`src/rtl/mult_unit.sv`:
```
// Iterative signed 8x8 shift-add multiplier for the MUL instruction.
// Returns the low product byte plus a signed-overflow flag after 9 cycles.
module mult_unit (
  input  logic       CLK,
  input  logic       RESET,
  input  logic       START,
  input  logic [7:0] DATA1,
  input  logic [7:0] DATA2,
  output logic [7:0] RESULT,
  output logic       OVERFLOW,
  output logic       BUSY,
  output logic       DONE
);

  localparam int unsigned W  = 8;
  localparam int unsigned AW = 16;
  localparam int unsigned CW = 4;

  typedef enum logic [1:0] {
    ST_IDLE = 2'd0,
    ST_CALC = 2'd1,
    ST_SIGN = 2'd2
  } state_e;

  state_e        state_q, state_d;
  logic [W-1:0]  mcand_q, mcand_d;
  logic [W-1:0]  mplier_q, mplier_d;
  logic          sign_q, sign_d;
  logic [AW-1:0] acc_q, acc_d;
  logic [CW-1:0] count_q, count_d;
  logic [W-1:0]  result_q, result_d;
  logic          overflow_q, overflow_d;
  logic          busy_q, busy_d;
  logic          done_q, done_d;
  logic [AW-1:0] product;

  // State and datapath registers
  always_ff @(posedge CLK or negedge RESET) begin
    if (!RESET) begin
      state_q    <= ST_IDLE;
      mcand_q    <= '0;
      mplier_q   <= '0;
      sign_q     <= 1'b0;
      acc_q      <= '0;
      count_q    <= '0;
      result_q   <= '0;
      overflow_q <= 1'b0;
      busy_q     <= 1'b0;
      done_q     <= 1'b0;
    end else begin
      state_q    <= state_d;
      mcand_q    <= mcand_d;
      mplier_q   <= mplier_d;
      sign_q     <= sign_d;
      acc_q      <= acc_d;
      count_q    <= count_d;
      result_q   <= result_d;
      overflow_q <= overflow_d;
      busy_q     <= busy_d;
      done_q     <= done_d;
    end
  end

  // Next-state logic
  always_comb begin
    state_d = state_q;
    case (state_q)
      ST_IDLE: if (START) state_d = ST_CALC;
      ST_CALC: if (count_q == CW'(W - 1)) state_d = ST_SIGN;
      ST_SIGN: state_d = ST_IDLE;
      default: state_d = ST_IDLE;
    endcase
  end

  // Datapath and output next values
  always_comb begin
    mcand_d    = mcand_q;
    mplier_d   = mplier_q;
    sign_d     = sign_q;
    acc_d      = acc_q;
    count_d    = count_q;
    result_d   = result_q;
    overflow_d = overflow_q;
    busy_d     = busy_q;
    done_d     = 1'b0;
    product    = sign_q ? (~acc_q + AW'(1)) : acc_q;
    case (state_q)
      ST_IDLE: begin
        if (START) begin
          // 0x80 maps to 128, which still fits the unsigned magnitude
          mcand_d  = DATA1[W-1] ? (~DATA1 + W'(1)) : DATA1;
          mplier_d = DATA2[W-1] ? (~DATA2 + W'(1)) : DATA2;
          sign_d   = DATA1[W-1] ^ DATA2[W-1];
          acc_d    = '0;
          count_d  = '0;
          busy_d   = 1'b1;
        end
      end
      ST_CALC: begin
        if (mplier_q[0]) acc_d = acc_q + (AW'(mcand_q) << count_q);
        mplier_d = mplier_q >> 1;
        count_d  = count_q + CW'(1);
      end
      ST_SIGN: begin
        result_d   = product[W-1:0];
        overflow_d = (product[AW-1:W] != {W{product[W-1]}});
        done_d     = 1'b1;
        busy_d     = 1'b0;
      end
      default: ;
    endcase
  end

  assign RESULT   = result_q;
  assign OVERFLOW = overflow_q;
  assign BUSY     = busy_q;
  assign DONE     = done_q;

endmodule

```
`config.mk`:
```
export PLATFORM = sky130hd
export DESIGN_NAME = mult_unit
export DESIGN_NICKNAME = d
export VERILOG_FILES = /design/src/rtl/mult_unit.sv
export SDC_FILE = /design/constraint.sdc
export NUM_CORES = 1
export LEC_CHECK = 0
export BUFFER_PORTS_ARGS = -buffer_cell sky130_fd_sc_hd__buf_2
export CAP_MARGIN = 20
export CORE_MARGIN = 4
export CORE_UTILIZATION = 45
export DETAILED_ROUTE_END_ITERATION = 12
export HOLD_SLACK_MARGIN = 0.08
export SLEW_MARGIN = 30
export SYNTH_ARGS = -nofsm -noshare
export SYNTH_HDL_FRONTEND = slang
export SYNTH_SLANG_ARGS = --single-unit
```
`constraint.sdc`:
```
create_clock -name CLK -period 5 [get_ports CLK]
set_clock_uncertainty 0.2 [all_clocks]
set_input_delay 0.75 -clock CLK [delete_from_list [all_inputs] [get_ports CLK]]
set_output_delay 0.75 -clock CLK [all_outputs]
set_load 0.05 [all_outputs]
```
==> run_results.csv <==
group,metric,value,unit
run_status,status,"completed",
synthesis,netlist_area,0.00369,mm2
floorplanning,rows,32,
routing,drt-wirelength-per-cell,14.6,um
global_route,grt_max_degree,51,
clock_network,ctsHoldBuffers,0,
setup_path,cp_max_fo,15,
floorplanning,coreArea,0.00785,mm2
setup_path,worst-r2r-setup-slack,1.07,ns
synthesis,syn-num-nets,467,
setup_path,worstSetupStartpointType,"flop",
synthesis,synth_warnings,0,
synthesis,yosysTopAreaCell,"dfrtp_1",
synthesis,synth_fa_ha_area_frac,0.0698,
routing,vias,3078,
pwr,vdd_drop_max,0.000213,V
sta,relSlewSlack,0.388,
setup_path,crit_type,"reg2reg",
synthesis,ys.flop_type,"dfrtp_1",
synthesis,synth_seq_cells,50,
sta,rsz0062_at_grt,"no",
synthesis,synth_compound_area_frac,0.217,
finish,final_layout_size_suffix_gt1_frac,0.112,
floorplanning,dieArea,0.00972,mm2
synthesis,syn_area_per_cell,8.63,um2
finish,n_antenna_cell,0,
finish,ff_latch_area,0.00125,mm2
routing,post_drt_via_cell_ratio,5.62,
floorplanning,fp.dieW,98.6,um
synthesis,synth.top_cell.area_share,0.339,
sta,fin_hold_ws,0.281,ns
global_route,first_global_vias,2940,
sta,period_share,0.786,
sta,hold_viol_final,0,
finish,fillers,778,
placement,hpwl,6060,um
setup_path,crit_end,"acc_q[15]",
finish,layout.cells.non_filler,548,
flow_run,maxCapViolations,0,
synthesis,synth-simple-area-share,0.203,
global_route,grt_pass1_wl,13600,um
routing,firstDrtPassIters,4,
placement,gp_congestion,0.867,
global_route,grtUsageMet2,0.295,
synthesis,synth_top_family_by_area,"compound AO/OA/AOI/OAI gates",
global_route,grtUsageTotal,0.168,
clock_network,path_clk_slew,0.10,ns
finish,layout.cells.most_common,"nand2_1",
placement,placed_cells,541,
sta,clock.fmax,0.254,GHz
global_route,gr-usage-met1,0.210,
clock_network,cts.sinks,50,
hold_path,hold_class,"reg2reg",
synthesis,muxShareOfSynthArea,0.0525,
clock_network,ctsRootBufferMaster,"clkbuf_8",
sta,setup_violations,0,
pwr,powerDensity,672,mW/mm2
sta,period_minus_slack,3.93,ns
hold_path,min-delay-start,"RESULT[5]",
pwr,power_leakage,1.86,nW
routing,drt-initial-drc-count,88,
finish,mostFrequentLayoutCells,"60 x nand2_1, 50 x dfrtp_1, 40 x o21ai_0, 29 x buf_2, 28 x nor2_1",
clock_network,cts_made_buffers,5,
synthesis,synthXorXnorAreaFrac,0.0807,
synthesis,ys_top_cells_by_area,"dfrtp_1 34%, ha_1 6.4%, nand2_1 6.1%",
sta,drv_slew,0,
floorplanning,boundaryPins,30,
floorplanning,start_util,0.471,
synthesis,ys_types,59,
setup_path,critical_path_arrival,3.96,ns
setup_path,crit_path_end_kind,"flop",
routing,ant_nets,0,
sta,tns,0,ns
global_route,antenna_found_initial,0,
routing,totalWireLength,7980,um
clock_network,cts_tree,"done",
clock_network,cts-htree-levels,2,
setup_path,r2r-end,"acc_q[15]",
global_route,met3_usage,0.0269,
setup_path,reg2regPathDepth,12,
synthesis,postSynthCellCount,428,
finish,area_delta_synth_final,7.52,%
finish,multi_input_area,0.00230,mm2
synthesis,seq_area_frac_synth,0.339,
setup_path,worstPathRequired,5.03,ns
global_route,grt.overflow.total,0,
sta,worstMarginPinSlew,0.915,ns
finish,nNetsFinal,485,
synthesis,synth_edf_count,0,
clock_network,cts.repair.resized,0,
global_route,grt-busiest-layer,"met2",
placement,io_buffers,29,
routing,drc,0,
setup_path,r2r_start,"count_q[1]",
setup_path,crit_start,"count_q[1]",
floorplanning,die_h,98.6,um
clock_network,clk_latency,0.30,ns
synthesis,synthArstFlopShare,1.00,
clock_network,cts.path.max_buffers,2,
clock_network,post_cts_buffers,0,
## cell families (layout without fill, tap and decap cells)
group	Yosys count	in the layout
buffers and inverters	33	51
adders and majority gates	20	20
muxes	19	19
AOI/OAI and AO/OA	124	124
and+or+nand+nor	148	148
DFF	50	50
xor gates and xnor gates	34	34
## where the power goes
| group | internal, W | switching, W |
|---|---|---|
| registers | 0.000559 | 0.000227 |
| logic | 0.000669 | 0.000981 |
| clock network | 0.0000958 | 0.000136 |
| total | 0.00132 | 0.00134 |
## sequential cells by signal, summed over array words and instances, names as in the netlist
register and flops:
state_q 2, DONE 1, mcand_q 8, OVERFLOW 1
BUSY 1, mplier_q 8, RESULT 8, sign_q 1
count_q 4, acc_q 16
## layer usage
metal / routed length, um / up-vias
met5: 0 / -
met4: 148 / 0
met3: 280 / 10
met2: 3880 / 60
met1: 3670 / 1430
li1: - / 1578
## worst max-delay path, stage by stage, from the launching register on
cell and delay [ns]:
dfrtp_1 0.61, clkinv_1 0.35, o21ai_0 0.39, o21ai_0 0.15
nor2b_1 0.16, ha_1 0.37, a2111oi_0 0.39, o21ai_1 0.12
and3_1 0.24, a41oi_1 0.37, o21ai_1 0.13, mux2i_1 0.19
mux2i_1 0.19
## layout make-up
| class | instances | share of cell area |
|---|---|---|
| flip-flops and latches | 50 | 0.315 |
| clock inverters | 2 | 0.00378 |
| repair buffers | 31 | 0.0403 |
| well taps | 102 | 0.0321 |
| multi-input cells | 345 | 0.579 |
| inverters | 13 | 0.0123 |
| clock buffers | 5 | 0.0173 |
## synth_stat cells (6+ instances only)
library cell	n
o21ai_1	8
inv_1	11
nand2_1	60
mux2i_1	16
clkbuf_1	16
o21ai_0	40
nor2_1	28
a21o_1	6
xor2_1	21
nand3_1	11
xnor2_1	13
a21oi_1	22
nor2b_1	9
a22oi_1	7
dfrtp_1	50
ha_1	19
nand2b_1	6
o31ai_1	7
## worst min-delay path by stage
stage | slack, ns | depth (start not counted) | end
floorplan | 0.25 | 0 | BUSY
global placement | 0.26 | 2 | RESULT[6]
detailed placement | 0.27 | 2 | RESULT[4]
CTS | 0.29 | 2 | RESULT[4]
global route | 0.30 | 2 | RESULT[4]
finish | 0.28 | 2 | RESULT[5]
## metrics by stage
| step | total power [W] | utilization | cell area (um2) | setup WS (ns) |
|---|---|---|---|---|
| floorplan | 0.00212 | - | 3690 | 1.52 |
| CTS | 0.00269 | 0.506 | 3970 | 1.14 |
| finish | 0.00267 | 0.506 | 3970 | 1.07 |
| global route | 0.00294 | 0.506 | 3970 | 0.730 |
| global placement | 0.00242 | 0.495 | 3890 | 1.30 |
| detailed placement | 0.00245 | 0.495 | 3890 | 1.20 |
Power figures use the tool's default switching activity.
